$ cat src/rtl/jux_axi4_pkg.sv
// Shared AXI4 typedefs for the jux_axi4 responder blocks.
//   axi_burst_e : AxBURST encodings
//   axi_resp_e  : xRESP encodings
//   rd_state_e  : read-responder FSM states
package jux_axi4_pkg;

  typedef enum logic [1:0] {
    BURST_FIXED = 2'b00,
    BURST_INCR  = 2'b01,
    BURST_WRAP  = 2'b10,
    BURST_RSVD  = 2'b11
  } axi_burst_e;

  typedef enum logic [1:0] {
    RESP_OKAY   = 2'b00,
    RESP_EXOKAY = 2'b01,
    RESP_SLVERR = 2'b10,
    RESP_DECERR = 2'b11
  } axi_resp_e;

  typedef enum logic [1:0] {
    ST_IDLE,
    ST_REQ,
    ST_CAP,
    ST_RESP
  } rd_state_e;

endpackage

$ cat src/rtl/jux_axi4_addr_gen.sv
// Combinational AXI burst next-address generator.
//   addr      in  current beat byte address
//   size      in  log2 bytes per beat
//   len       in  beats-1 (zero-extended to 8 bits)
//   burst     in  FIXED / INCR / WRAP (reserved holds address)
//   next_addr out address of the following beat
module jux_axi4_addr_gen #(
  parameter int ADDR_WIDTH = 32
) (
  input  logic [ADDR_WIDTH-1:0] addr,
  input  logic [2:0]            size,
  input  logic [7:0]            len,
  input  logic [1:0]            burst,
  output logic [ADDR_WIDTH-1:0] next_addr
);
  import jux_axi4_pkg::*;

  logic [ADDR_WIDTH-1:0] sz;
  logic [ADDR_WIDTH-1:0] mask;

  always_comb begin
    sz        = ADDR_WIDTH'(1) << size;
    mask      = (ADDR_WIDTH'(len) + ADDR_WIDTH'(1)) * sz - ADDR_WIDTH'(1);
    next_addr = addr;
    case (axi_burst_e'(burst))
      // INCR aligns an unaligned start address after the first beat
      BURST_INCR: next_addr = (addr & ~(sz - ADDR_WIDTH'(1))) + sz;
      BURST_WRAP: next_addr = (addr & ~mask) | ((addr + sz) & mask);
      default:    next_addr = addr;
    endcase
  end

endmodule

$ cat src/rtl/jux_axi4_rd_slave.sv
// AXI4 read-channel responder (AR/R slave) in front of a 1-cycle-latency
// synchronous word memory. One burst at a time; every beat costs REQ/CAP/RESP.
//   aclk, areset          clock, synchronous active-high reset
//   ar* (in), arready     read address channel
//   r* (out), rready      read data channel
//   mem_rd_en/addr (out)  memory read strobe and word address
//   mem_rd_data (in)      memory data, valid the cycle after mem_rd_en
module jux_axi4_rd_slave #(
  parameter int DATA_WIDTH = 2,
  parameter int ADDR_WIDTH = 32,
  parameter int ID_WIDTH   = 4,
  parameter int AXI4       = 1,
  parameter int MEM_AW     = 10
) (
  input  logic                             aclk,
  input  logic                             areset,
  input  logic [ID_WIDTH-1:0]              arid,
  input  logic [ADDR_WIDTH-1:0]            araddr,
  input  logic [3+4*AXI4:0]                arlen,
  input  logic [2:0]                       arsize,
  input  logic [1:0]                       arburst,
  input  logic                             arvalid,
  output logic                             arready,
  output logic [ID_WIDTH-1:0]              rid,
  output logic [8*(1<<DATA_WIDTH)-1:0]     rdata,
  output logic [1:0]                       rresp,
  output logic                             rlast,
  output logic                             rvalid,
  input  logic                             rready,
  output logic                             mem_rd_en,
  output logic [MEM_AW-1:0]                mem_rd_addr,
  input  logic [8*(1<<DATA_WIDTH)-1:0]     mem_rd_data
);
  import jux_axi4_pkg::*;

  localparam int DATA_BITS = 8 * (1 << DATA_WIDTH);
  localparam int RANGE_LSB = MEM_AW + DATA_WIDTH;

  rd_state_e             state, next_state;
  logic                  arready_q;
  logic [ID_WIDTH-1:0]   id_q;
  logic [ADDR_WIDTH-1:0] addr_q, next_addr, ar_sz;
  logic [7:0]            len_q, beat_cnt, ar_len8;
  logic [2:0]            size_q;
  axi_burst_e            burst_q;
  axi_resp_e             err_q, ar_err, beat_resp, resp_q;
  logic [DATA_BITS-1:0]  rdata_q;
  logic                  ar_hs, last_beat;

  function automatic logic out_of_range(input logic [ADDR_WIDTH-1:0] a);
    return (a >> RANGE_LSB) != '0;
  endfunction

  jux_axi4_addr_gen #(.ADDR_WIDTH(ADDR_WIDTH)) u_addr_gen (
    .addr      (addr_q),
    .size      (size_q),
    .len       (len_q),
    .burst     (burst_q),
    .next_addr (next_addr)
  );

  // Burst-level error classification at AR handshake; DECERR has priority.
  always_comb begin
    ar_len8 = 8'(arlen);
    ar_sz   = ADDR_WIDTH'(1) << arsize;
    ar_err  = RESP_OKAY;
    if (out_of_range(araddr))
      ar_err = RESP_DECERR;
    else if ((int'(arsize) > DATA_WIDTH) || (arburst == BURST_RSVD) ||
             ((arburst == BURST_WRAP) &&
              (!(ar_len8 inside {8'd1, 8'd3, 8'd7, 8'd15}) ||
               ((araddr & (ar_sz - ADDR_WIDTH'(1))) != '0))))
      ar_err = RESP_SLVERR;
  end

  // A latched burst error is sticky; otherwise range is rechecked every beat so
  // an INCR burst running off the top of memory turns DECERR mid-burst.
  always_comb begin
    if (err_q != RESP_OKAY)      beat_resp = err_q;
    else if (out_of_range(addr_q)) beat_resp = RESP_DECERR;
    else                         beat_resp = RESP_OKAY;
  end

  assign ar_hs     = (state == ST_IDLE) && arvalid && arready_q;
  assign rvalid    = (state == ST_RESP);
  assign last_beat = (beat_cnt == len_q);
  assign rlast     = rvalid && last_beat;
  assign arready   = arready_q;
  assign rid       = id_q;
  assign rdata     = rdata_q;
  assign rresp     = resp_q;
  assign mem_rd_addr = addr_q[RANGE_LSB-1:DATA_WIDTH];

  always_comb begin
    next_state = state;
    mem_rd_en  = 1'b0;
    case (state)
      ST_IDLE: if (ar_hs) next_state = ST_REQ;
      ST_REQ: begin
        mem_rd_en  = (beat_resp == RESP_OKAY);
        next_state = ST_CAP;
      end
      ST_CAP:  next_state = ST_RESP;
      ST_RESP: if (rready) next_state = last_beat ? ST_IDLE : ST_REQ;
      default: next_state = ST_IDLE;
    endcase
  end

  // arready is registered from next_state so it is low out of reset and
  // rises the cycle after the last R handshake.
  always_ff @(posedge aclk) begin
    if (areset) begin
      state     <= ST_IDLE;
      arready_q <= 1'b0;
    end else begin
      state     <= next_state;
      arready_q <= (next_state == ST_IDLE);
    end
  end

  always_ff @(posedge aclk) begin
    if (areset) begin
      id_q     <= '0;
      addr_q   <= '0;
      len_q    <= '0;
      size_q   <= '0;
      burst_q  <= BURST_FIXED;
      err_q    <= RESP_OKAY;
      beat_cnt <= '0;
      rdata_q  <= '0;
      resp_q   <= RESP_OKAY;
    end else begin
      if (ar_hs) begin
        id_q     <= arid;
        addr_q   <= araddr;
        len_q    <= ar_len8;
        size_q   <= arsize;
        burst_q  <= axi_burst_e'(arburst);
        err_q    <= ar_err;
        beat_cnt <= '0;
      end
      if (state == ST_CAP) begin
        rdata_q <= (beat_resp == RESP_OKAY) ? mem_rd_data : '0;
        resp_q  <= beat_resp;
      end
      if ((state == ST_RESP) && rready && !last_beat) begin
        addr_q   <= next_addr;
        beat_cnt <= beat_cnt + 8'd1;
      end
    end
  end

endmodule
$ cat config.mk
export PLATFORM = sky130hd
export DESIGN_NAME = jux_axi4_rd_slave
export DESIGN_NICKNAME = d
export VERILOG_FILES = /design/src/rtl/jux_axi4_pkg.sv /design/src/rtl/jux_axi4_addr_gen.sv /design/src/rtl/jux_axi4_rd_slave.sv
export SDC_FILE = /design/constraint.sdc
export NUM_CORES = 1
export LEC_CHECK = 0
export CORE_ASPECT_RATIO = 1.75
export CORE_MARGIN = 8
export CORE_UTILIZATION = 58
export CTS_BUF_LIST = sky130_fd_sc_hd__clkbuf_8
export DETAILED_ROUTE_END_ITERATION = 16
export PLACE_DENSITY = 0.94
export SLEW_MARGIN = 10
export SYNTH_ARGS = -nofsm -noshare
export SYNTH_HDL_FRONTEND = slang
export SYNTH_SLANG_ARGS = --single-unit
$ cat constraint.sdc
create_clock -name aclk -period 7.2 [get_ports aclk]
set_input_delay 1.08 -clock aclk [delete_from_list [all_inputs] [get_ports aclk]]
set_output_delay 1.08 -clock aclk [all_outputs]
set_load 0.05 [all_outputs]
==> results_dict.tcl, run 1 <==
set metrics [dict create \
    cts_made_buffers 9 \
    cp_data_arrival_time_ps 6950 \
    finalHoldWorstSlack_ps 455 \
    synthesis.nets 1503 \
    start_util_pct 59.2 \
    crit_slowest_cell "o31ai_1" \
    max-cap-violations 0 \
    antenna_found_initial 0 \
    synthSimpleGateAreaFrac_pct 23.8 \
    hold_viol 0 \
    period_share_pct 92.4 \
    layout-drive-gt1-share_pct 5.34 \
    slew_violations 0 \
    grt_start_max_net_pins 67 \
    dr.first_iter.drc_count 958 \
    synth_flop_cell "dfxtp_1" \
    synth_top_family_by_area "simple AND/OR/NAND/NOR gates" \
    clock.fmax_ghz 0.150 \
    globalplace.congestion 1.02 \
    vias 10100 \
    swShare_pct 43.1 \
    portBuffers 136 \
    combPwrFrac_pct 46.5 \
    grt_pass1_wl_um 52400 \
    wire_per_inst_um 20.2 \
    power.clock.fraction_pct 18.9 \
    synthAdderAreaFrac_pct 19.7 \
    yosys-top-cells-count "nand2_1 (161), a21oi_1 (123), nor2_1 (107)" \
    clk_latency_ps 390 \
    path_class "reg2reg" \
    ir_drop_mv 0.163 \
    min_path_type "reg2reg" \
    reg2reg_depth 23 \
    power_w 0.00178 \
    drt-total-wl_um 32400 \
    clk_pin_slew_ps 100 \
    synthTopCellsByArea "dfxtp_1 (20%), ha_1 (10%), fa_1 (9.7%)" \
    die_h_um 187 \
    multiInputGateArea_sq_mm 0.00706 \
    synth.yosys.seq_area_share_pct 19.7 \
    p_sw_w 0.000768 \
    finalSetupTns_ps 0 \
    max_stage_delay_ps 570 \
    core_area_sq_mm 0.0164 \
    yosysWarningCount 0 \
    ys_seq_elements 96 \
    cts-root-buf "clkbuf_8" \
    rsz0062_at_grt "false" \
    areaGrowthSynthToFinish_pct 16.7 \
    tightest_slew_ps 1020 \
    endpoint_kind "flop" \
    holdBufCountCts 0 \
    async_flop_share_pct 0 \
    dp_hpwl_um 25500 \
    postRouteAntennaNets 0 \
    min_path_cells 2 \
    whs_endpoint "rdata[25]" \
    synth_xor_area_share_pct 7.29 \
    p_int_w 0.00102 \
    power.density_mw_per_mm2 157 \
    crit_chain "nor2_1 -> nand2_1 -> inv_1 -> nand2_1 -> fa_1 -> inv_1 -> fa_1 -> inv_1 -> fa_1 -> inv_1 -> fa_1 -> inv_1 -> fa_1 -> inv_1 -> ha_1 -> o21ai_0 -> a211oi_1 -> a21oi_1 -> o31ai_1 -> a21oi_2 -> o21ai_0 -> a211oi_1 -> nor4_1" \
    fin_worst_skew_ps 11.5 \
    start_kind "flop" \
    seqPwrFrac_pct 34.6 \
    synth.distinct_cells 85 \
    cts_tree "yes" \
    layout_min_cycle_time_ps 6650 \
    final_cells 1610 \
    first_pass_iters 5 \
    die_w_um 114 \
    p_leak_nw 4.37 \
    grt_use_total_pct 30.7 \
    n_antenna_cell 0 \
    netlist_area_sq_mm 0.00973 \
    synth_edf_count 0 \
    htreeDepth 3 \
    r2r-start "size_q[1]" \
    yosysMostFrequentCell "nand2_1" \
    register_area_sq_mm 0.00192 \
    grt_pass1_vias 10400 \
    cp_common_cell "inv_1" \
    slew_headroom_pct 31.3 \
    clockBufferDepth 2 \
    cp_max_fo 16 \
    std_cell_rows 62 \
    avgSynthCellArea_sq_um 7.53 \
    synth-compound-area-share_pct 20.5 \
    viasPerCell 6.28 \
    crit_required_ps 7490 \
    final.fill_count 1416 \
    synth.largest_area_cell "dfxtp_1" \
    rrSetupSlack_ps 550 \
    hp-start "rdata[25]" \
    synth_top_cell_area_share_pct 19.7 \
    grt_overflow 0 \
    synth_mux_area_share_pct 0.977 \
    route.detailed.drc 0 \
    place_inst 1595 \
    finalNetCount 1592 \
    pin_count 137 \
    die_area_sq_mm 0.0213 \
    clock-sinks 96 \
    status "completed" \
    setup_viol 0 \
    syn_inst 1293 \
]
## stage by stage
stage	utilization, %	setup WS, ps	area [sq um]
2_1_floorplan	-	1070	9730
3_3_place_gp	68.0	683	11200
3_5_place_dp	68.0	490	11200
4_1_cts	69.0	462	11400
5_1_grt	69.1	136	11400
6_report	69.1	545	11400
## area by class of cell
cell class	count	area share [%]
tap	224	2.47
clock inverter	5	0.297
timing repair buffer	160	13.5
multi-input combinational	1014	62.2
sequential	96	16.9
inverter	101	3.38
clock buffer	10	1.21
## worst max path at each step
stage	start	to	slack (ps)	cells past startpoint
floorplan	size_q[1]	flop	1070	23
global placement	size_q[1]	flop	680	23
detailed placement	size_q[1]	flop	490	23
CTS	size_q[1]	flop	460	23
global route	size_q[1]	flop	140	23
finish	size_q[1]	flop	550	23
## placed cells by master (no fill, tap or decap), types with 6 or more instances in the layout
master,instances
inv_1,99
o22ai_1,6
o21ai_0,71
ha_1,78
nor2_1,106
and2_1,7
o31ai_1,6
nor4_1,14
a211oi_1,9
a21o_1,6
nand2_1,161
dfxtp_1,96
nand3_1,67
clkbuf_8,10
a21oi_1,122
fa_1,47
o41ai_1,7
clkdlybuf4s50_1,135
nor2b_1,8
nor3_1,33
o211ai_1,11
o21a_1,8
a31oi_1,14
xnor2_1,51
xor2_1,30
nand2b_1,18
and3_1,8
buf_4,24
nand4_1,14
## power groups by stage
stage,Sequential [W],Combinational [W],Clock (W)
floorplan,0.000624,0.000560,0
finish,0.000617,0.000829,0.000337
global placement,0.000625,0.000795,0
global route,0.000622,0.000892,0.000358
CTS,0.000614,0.000812,0.000339
detailed placement,0.000627,0.000805,0
## kinds of logic after synthesis
kind of cell | Yosys count
AOI/OAI and AO/OA | 319
xor gates and xnor gates | 81
adders and majority gates | 125
buffers and inverters | 183
DFF | 96
muxes | 9
and+or+nand+nor | 480
## worst max-delay path, delay by kind of cell, from the launching register on
kind / cells / cell delay, ps
flops: 1 / 510
compound gates: 7 / 1690
fa+ha+maj: 6 / 2900
buf+inv: 6 / 590
simple gates: 4 / 860
## metal layers
| layer | part of all wire [%] | track usage (%) |
|---|---|---|
| met1 | 34 | 30.3 |
| met3 | 7.6 | 6.40 |
| met5 | 0 | 0 |
| met2 | 50 | 53.7 |
| met4 | 8.5 | 25.2 |
## repair_timing
item,in CTS,in global routing
resized for setup,0,1
buffers inserted,0,0
setup endpoints to repair,0,1
Power figures use the tool's default switching activity.
==> run 2: changes to the inputs <==
--- a/config.mk
+++ b/config.mk
@@ -10,7 +10,9 @@
 export CORE_UTILIZATION = 58
 export CTS_BUF_LIST = sky130_fd_sc_hd__clkbuf_8
 export DETAILED_ROUTE_END_ITERATION = 16
+export MAX_ROUTING_LAYER = met4
 export PLACE_DENSITY = 0.94
+export SKIP_LAST_GASP = 1
 export SLEW_MARGIN = 10
 export SYNTH_ARGS = -nofsm -noshare
 export SYNTH_HDL_FRONTEND = slang
==> constraint.sdc (replaced) <==
create_clock -name aclk -period 7.45 [get_ports aclk]
set_input_delay 1.1175 -clock aclk [delete_from_list [all_inputs] [get_ports aclk]]
set_output_delay 1.1175 -clock aclk [all_outputs]
set_load 0.05 [all_outputs]
==> run 2 against run 1 <==
Effect of this change:
- maximum frequency is 3.4% lower
- first-iteration DRC count is 13% higher
- global-route usage is 0.80 points higher
- non-clock buffer count is 6 lower
- clock power is 6.8% higher
- wire length is 0.92% higher
- worst setup slack better by 17 ps
- sequential power is 3% lower
==> results_dict.tcl, run 2 (synthesis gave the netlist of run 1 again) <==
set metrics [dict create \
    first_pass_iters 7 \
    place_inst 1589 \
    clk_latency_ps 390 \
    path_class "reg2reg" \
    grt_pass1_vias 10600 \
    post-place-ws_ps 713 \
    layout-drive-gt1-share_pct 4.92 \
    period_share_pct 92.5 \
    grt_overflow 0 \
    grt_start_max_net_pins 54 \
    wire_per_inst_um 20.4 \
    status "completed" \
    min_path_type "reg2reg" \
    clock.fmax_ghz 0.145 \
    cp_max_fo 11 \
    clk_pin_slew_ps 100 \
    cp_data_arrival_time_ps 7140 \
    die_w_um 114 \
    start_util_pct 59.2 \
    vias 10400 \
    viasPerCell 6.49 \
    areaGrowthSynthToFinish_pct 16.5 \
    ir_drop_mv 0.168 \
    rsz0062_at_grt "false" \
    fin_worst_skew_ps 12.9 \
    cts-root-buf "clkbuf_8" \
    final_cell_mix "nand2_1 (161), clkdlybuf4s50_1 (135), a21oi_1 (123)" \
    register_area_sq_mm 0.00192 \
    power.density_mw_per_mm2 156 \
    start_kind "flop" \
    drt-total-wl_um 32700 \
    slew_headroom_pct 23.0 \
    crit_required_ps 7710 \
    antenna_found_initial 0 \
    power.clock.fraction_pct 20.4 \
    die_h_um 187 \
    setup_viol 0 \
    core_area_sq_mm 0.0164 \
    pin_count 137 \
    clockBufferDepth 2 \
    combPwrFrac_pct 45.8 \
    final.fill_count 1347 \
    multiInputGateArea_sq_mm 0.00706 \
    n_antenna_cell 0 \
    p_int_w 0.00101 \
    grt_use_total_pct 31.5 \
    final_common_cell "nand2_1" \
    tightest_slew_ps 1150 \
    final_cells 1605 \
    htreeDepth 3 \
    seqPwrFrac_pct 33.9 \
    cts_tree "yes" \
    slew_violations 0 \
    cts_setup_buffers 0 \
    finalSetupTns_ps 0 \
    std_cell_rows 62 \
    dp_hpwl_um 25300 \
    layout_min_cycle_time_ps 6890 \
    holdBufCountCts 0 \
    globalplace.congestion 1.03 \
    portBuffers 136 \
    hold_viol 0 \
    route.detailed.drc 0 \
    grt_pass1_wl_um 52400 \
    clock-sinks 96 \
    p_leak_nw 4.36 \
    setup_slack_ps 562 \
    swShare_pct 43.0 \
    cts_made_buffers 9 \
    p_sw_w 0.000760 \
    endpoint_kind "flop" \
    dr.first_iter.drc_count 1078 \
    rrSetupSlack_ps 560 \
    finalNetCount 1586 \
    die_area_sq_mm 0.0213 \
    postRouteAntennaNets 0 \
    max-cap-violations 0 \
]
[run 2: power by group through the flow]
| stage | logic (W) | clock network [W] | registers, W |
|---|---|---|---|
| 2_1_floorplan | 0.000541 | 0 | 0.000603 |
| 3_3_place_gp | 0.000764 | 0 | 0.000604 |
| 3_5_place_dp | 0.000782 | 0 | 0.000606 |
| 4_1_cts | 0.000788 | 0.000360 | 0.000594 |
| 5_1_grt | 0.000874 | 0.000376 | 0.000602 |
| 6_report | 0.000809 | 0.000360 | 0.000598 |
[run 2: per-stage QoR]
step	util [%]	area [sq um]	hold WS [ps]	total power [W]
after floorplan	-	9730	466	0.00114
after global placement	67.7	11100	437	0.00137
after detailed placement	67.7	11100	445	0.00139
after CTS	68.9	11300	457	0.00174
after global routing	68.9	11300	472	0.00185
final	68.9	11300	457	0.00177
[run 2: final timing paths]
check | start | end | cells after the start
setup / recovery | size_q[0] | flop | 22
hold / removal | rdata[9] | rdata[9] | 2
setup reg to reg | size_q[0] | flop | 22
hold reg to reg | rdata[9] | rdata[9] | 2
[run 2: critical path, cell delays in order (launching register included)]
cell	delay [ps]
dfxtp_1	520
buf_4	250
and3b_1	470
nand2_1	140
fa_1	550
inv_1	50
fa_1	500
inv_1	50
fa_1	490
inv_1	60
fa_1	540
inv_1	60
fa_1	530
inv_1	40
ha_1	330
o21ai_0	310
a211oi_1	170
a21oi_1	350
o31ai_1	200
a21oi_1	580
o21ai_0	190
a211oi_1	270
nor4_1	90
[run 2: what timing repair did]
item,4_1_cts,5_1_grt
gates resized for setup,0,1
hold endpoints to repair,0,0
endpoints found under the setup margin,0,3
[run 2: final cells by class]
| type | count | share of cell area, % |
|---|---|---|
| multi-input cells | 1014 | 62.3 |
| flip-flops and latches | 96 | 17.0 |
| repair buffers | 154 | 13.2 |
| inverters | 101 | 3.39 |
| well taps | 224 | 2.47 |
| clock buffers | 9 | 1.09 |
| clock inverters | 7 | 0.629 |
[run 2: metal layers]
| metal | global-route usage, % | part of all wire [%] |
|---|---|---|
| met3 | 5.63 | 8.3 |
| met1 | 31.7 | 33 |
| met5 | - | 0 |
| met2 | 53.7 | 50 |
| met4 | 22.6 | 7.9 |
==> RTL change 1 (settings of run 2) <==
Change the parameter `DATA_WIDTH` from 2 to 1.
--- a/src/rtl/jux_axi4_rd_slave.sv
+++ b/src/rtl/jux_axi4_rd_slave.sv
@@ -8,3 +8,3 @@
 module jux_axi4_rd_slave #(
-  parameter int DATA_WIDTH = 2,
+  parameter int DATA_WIDTH = 1,
   parameter int ADDR_WIDTH = 32,
Interface: changed (resized mem_rd_data and rdata); port bits go from 137 to 105. No check against the original RTL was run, so the function may have changed too.
==> RTL change 1 against run 2 <==
Final area decreased by 6.2%; fmax is 2.6% lower; total power is 5.9% lower; sequential cell count is 16 lower; combinational power shrank 1%; clock skew rose by 1.3 ps; highest routed layer unchanged; worst hold slack improved by 2.1 ps; synthesized area is 4.5% lower; first-iteration DRC count is 18% lower; setup slack worse by 180 ps; routed wire length is 5.0% lower.
==> RTL change 1: results (changes against run 2) <==
Parameter                              Value

Logic synthesis
  Synthesized netlist cell count    1255 (-2.9%)
  Nets in the synthesized netlist    1449 (-3.6%)
  Unique masters post-synth    83 (-2.4%)
  Ranking of synthesized cells by area    dfxtp_1, ha_1, fa_1
  Most frequent cells after synthesis    nand2_1, a21oi_1, nor2_1
  Share of synthesized flip-flops with an asynchronous set or reset    0% (unchanged)
  Synthesis Warnings    0 (unchanged)
  Sequential fraction of the synthesis area    17.2% (-2.5 points)

Placed design
  Port-buffer cells    104 (-24%)
  Last weighted congestion value of the routability-driven placer    1.02 (-0.98%)
  Worst setup timing slack at the placement stage    545 ps (-168 ps)
  HPWL after detailed placement    24200 µm (-4.2%)

Route
  Routed length per instance    20.6 µm (+0.80%)
  Drt initial violations    886 (-18%)
  Routed via count divided by cell count    6.45 (-0.64%)
  1st-pass router iterations    6 (-1)

GRT
  Maximum number of pins on one net before global-route repair    62 (+15%)
  Number of antenna violations at the first check in global routing    0 (unchanged)
  First-pass GRT wire length    49700 µm (-5.1%)
  Via count of the first global-routing pass    9843 (-6.8%)
  Global router's overall resource usage    31.0% (-0.52 points)

Finish
  Final cell count without fillers    1512 (-5.8%)
  Share of layout cells above drive strength 1    5.44% (+0.52 points)
  Number of diodes added for antenna fixing    0 (unchanged)
  Fillers    1342 (-0.37%)

Timing
  Final clock skew    14.2 ps (+1.28 ps)
  Slew Limit Headroom    34.3% (+11 points)

Power
  Largest vdd supply drop    160 µV (-4.6%)
  Switching portion of total power    43.8% (+0.76 points)
  Static leakage    4.37 nW (+0.30%)

Min path
  Hold crit path type    register to register

Worst setup path
  Maximum fanout encountered on the critical timing path    13 (+2)
  Data arrival at the endpoint of the critical path    7360 ps (+220 ps)

Clock network
  Number of setup buffers added after CTS    0 (unchanged)
  Total clock buffers created by CTS    9 (unchanged)

Status
  Result of the run    finished clean
## RTL change 1: changes by cell type in the layout (fill, tap and decap cells not counted), sizes merged, moves of 5 or more
cell,change
o41ai,-6
o21ai,-5
xnor2,-8
a21oi,-9
nand3,-15
and3,+10
buf,+6
dfxtp,-16
nand2b,+5
nor3,-10
clkdlybuf4s50,-32
mux2i,-5
a21o,+5
## RTL change 1: critical path: stages, from the launching register on
cell	delay, ps
dfxtp_1	610
ha_1	340
xor2_1	310
nand2_1	130
fa_1	520
inv_1	50
fa_1	490
inv_1	50
fa_1	480
inv_1	60
fa_1	520
inv_1	60
fa_1	530
inv_1	40
ha_1	350
a21o_1	230
a211o_1	240
o2111ai_1	330
a21oi_1	200
a31oi_1	630
o21ai_0	180
buf_4	210
a2111o_1	290
a21oi_1	140
## RTL change 1: path summary, 6_finish.rpt
kind                 start       end  slack (ps)  cells past startpoint
setup / recovery  len_q[0]  register         380                     23
hold / removal    rdata[4]  rdata[4]         460                      2
setup reg to reg  len_q[0]  register         380                     23
hold reg to reg   rdata[4]  rdata[4]         460                      2
## RTL change 1: through the flow
step	hold slack, ps	instance area (µm²)
floorplan	453	9300
global placement	437	10400
detailed placement	447	10400
CTS	461	10600
global route	485	10600
finish	459	10600
## RTL change 1: kinds of logic (layout without fill, tap and decap cells)
| group | Yosys count | in the layout | share of synthesized area, % |
|---|---|---|---|
| muxes | 1 | 1 | 0.121 |
| xor gates and xnor gates | 77 | 77 | 7.25 |
| AOI/OAI and AO/OA | 313 | 313 | 21.5 |
| adders and majority gates | 125 | 125 | 20.6 |
| DFF | 80 | 80 | 17.2 |
| buffers and inverters | 178 | 246 | 7.98 |
| and+or+nand+nor | 481 | 481 | 25.3 |
## RTL change 1: cell type report
class                   count  area (µm²)  share of cell area, %
clock buffers              11         151                   1.42
multi-input cells         997        6980                   65.7
clock inverters             5        62.6                  0.589
repair buffers            128        1220                   11.4
inverters                 102         383                   3.60
flip-flops and latches     80        1600                   15.1
well taps                 189         236                   2.22
## RTL change 1: power by group through the flow
stage          Clock, mW  Combinational [mW]  Sequential (mW)
3_5_place_dp           0               0.779            0.516
2_1_floorplan          0               0.539            0.509
6_report           0.353               0.800            0.509
3_3_place_gp           0               0.767            0.515
5_1_grt            0.368               0.868            0.513
4_1_cts            0.354               0.785            0.506
## RTL change 1: routing by layer
metal	GRT usage, %	share of wire [%]	vias to the layer above
li1	-	-	4472
met1	30.7	35	4615
met2	55.2	52	518
met3	4.41	6.6	152
met4	21.7	7.0	0
met5	-	0	-
==> RTL change 2 (settings of run 2) <==
Without the edit above. Make the reset (`areset`) asynchronous in 2 clocked blocks. Comments in the files are not updated.
--- a/src/rtl/jux_axi4_rd_slave.sv
+++ b/src/rtl/jux_axi4_rd_slave.sv
@@ -110,3 +110,3 @@
   // rises the cycle after the last R handshake.
-  always_ff @(posedge aclk) begin
+  always_ff @(posedge aclk or posedge areset) begin
     if (areset) begin
@@ -120,3 +120,3 @@
 
-  always_ff @(posedge aclk) begin
+  always_ff @(posedge aclk or posedge areset) begin
     if (areset) begin
Behaviour: differs if areset is asserted again (counterexample within 4 cycles, from zero or initial values and one cycle with areset high); with areset held inactive, the same outputs for 4 cycles.
==> RTL change 2 against run 2 <==
Setup slack better by 190 ps; non-clock buffer count is 3 higher; critical path depth stayed put; final area is 5.2% higher; sequential cell count stayed put; critical path type unchanged; routed wire length is 4.3% higher; synthesized area is 5.0% higher.
Power is left out: it rests on default switching activity, and per cell area and clock period it moved more than threefold.
==> RTL change 2: results (changes against run 2) <==
Parameter                              Value

Status
  Result of the run    finished clean

Finish
  Share of layout cells above drive strength 1    4.95% (+0.022 points)
  Final net count    1600 (+0.88%)
  Number of diodes added for antenna fixing    0 (unchanged)
  Fillers    1444 (+7.2%)

Clock network
  Number of setup buffers added after CTS    0 (unchanged)
  Maximum count of clock buffers along a single path    2 (unchanged)
  Clock latency reported for the late side of the worst-skew pair    400 ps
  Buffer type at the clock tree root    clkbuf_8
  Cts-stage hold buffer count    0 (unchanged)
  Clock transition at the registers of the reported paths    110 ps
  Quantity of gates resized following cts    0 (unchanged)
  H-Tree Level Count    3 (unchanged)
  Total clock buffers created by CTS    9 (unchanged)

Placed design
  HPWL after detailed placement    26100 µm (+3.5%)
  Port-buffer cells    136 (unchanged)
  Last weighted congestion value of the routability-driven placer    1.02 (-1.1%)

Worst setup path
  Data arrival at the endpoint of the critical path    7020 ps (-120 ps)
  Worst reg-to-reg setup slack    750 ps (+190 ps)
  Worst reg2reg startpoint    len_q[0]
  Worst path top cell family by delay    adder cells
  Maximum fanout encountered on the critical timing path    13 (+2)
  Max stage delay cell, worst path    dfrtp_1
  Worst R2R Path Depth    22 (unchanged)
  Delay of the slowest cell on the worst path    610 ps (+30 ps)

Timing
  Final clock skew    13.0 ps (+0.114 ps)
  Worst hold slack across all endpoints    488 ps (+30.6 ps)
  Least-Margin Pin Slew    1060 ps (-86.2 ps)
  Hold Fails Final Rpt    0 (unchanged)

Route
  Drt initial violations    887 (-18%)
  1st-pass router iterations    7 (unchanged)
  Routed WL    34100 µm (+4.3%)
  Routed via count divided by cell count    6.40 (-1.5%)

Min path
  Hold Crit Depth    2 (unchanged)
  Hold crit path type    register to register
  Hold_sp    rresp[0]
  Endpoint, Worst Hold    rresp[0]

GRT
  Via count of the first global-routing pass    10.7k (+1.2%)
  Number of antenna violations at the first check in global routing    0 (unchanged)
  First-pass GRT wire length    54100 µm (+3.2%)
  Maximum number of pins on one net before global-route repair    72 (+33%)
  Global router's overall resource usage    32.1% (+0.55 points)

Logic synthesis
  Most frequent cells after synthesis    nand2_1, inv_1, nor2_1
  Sequential fraction of the synthesis area    23.5% (+3.8 points)
  Ranking of synthesized cells by area    dfrtp_1, ha_1, fa_1
  Synthesis Warnings    0 (unchanged)
  Unique masters post-synth    80 (-5.9%)
  Nets in the synthesized netlist    1510 (+0.47%)
  Share of synthesized flip-flops with an asynchronous set or reset    100% (+100 points)
[RTL change 2: through the flow]
step | area (µm²) | setup WS, ps | cells
2_1_floorplan | 10200 | 1310 | 1300
3_3_place_gp | 11700 | 999 | 1610
3_5_place_dp | 11700 | 902 | 1610
4_1_cts | 11900 | 839 | 1626
5_1_grt | 11900 | 308 | 1626
6_report | 11900 | 751 | 1626
[RTL change 2: routing by layer]
layer	up-vias	global-route usage (%)	part of all wire (%)
li1	4694	-	-
met1	4972	33.2	35
met2	572	52.8	50
met4	0	24.3	7.2
met3	165	5.98	8.2
met5	-	-	0
[RTL change 2: layout make-up]
type,instances,area share (%)
Clock inverter,7,0.797
Tap cell,231,2.42
Multi-Input combinational cell,1020,59.5
Timing Repair Buffer,157,12.7
Inverter,106,3.36
Clock buffer,9,1.04
Sequential cell,96,20.1
[RTL change 2: worst max-delay path by stage]
stage,from,slack [ps],endpoint
2_1_floorplan,size_q[0],1310,register
3_3_place_gp,len_q[0],1000,register
3_5_place_dp,len_q[0],900,register
4_1_cts,len_q[0],840,register
5_1_grt,len_q[0],310,register
6_report,len_q[0],750,register
[RTL change 2: logic make-up after synthesis]
family                     after synthesis  synth area share (%)
and+or+nand+nor                        509                  23.3
AOI/OAI and AO/OA                      307                  19.9
buffers and inverters                  184                  7.44
adders and majority gates              125                  18.8
DFF                                     96                  23.5
xor gates and xnor gates                67                  5.74
muxes                                   12                  1.27
[RTL change 2: worst min-delay path, delay by kind of cell (launching register included)]
| family | cells | cell delay, ps |
|---|---|---|
| and+or+nand+nor | 1 | 40 |
| AOI/OAI and AO/OA | 1 | 60 |
| DFF | 1 | 360 |
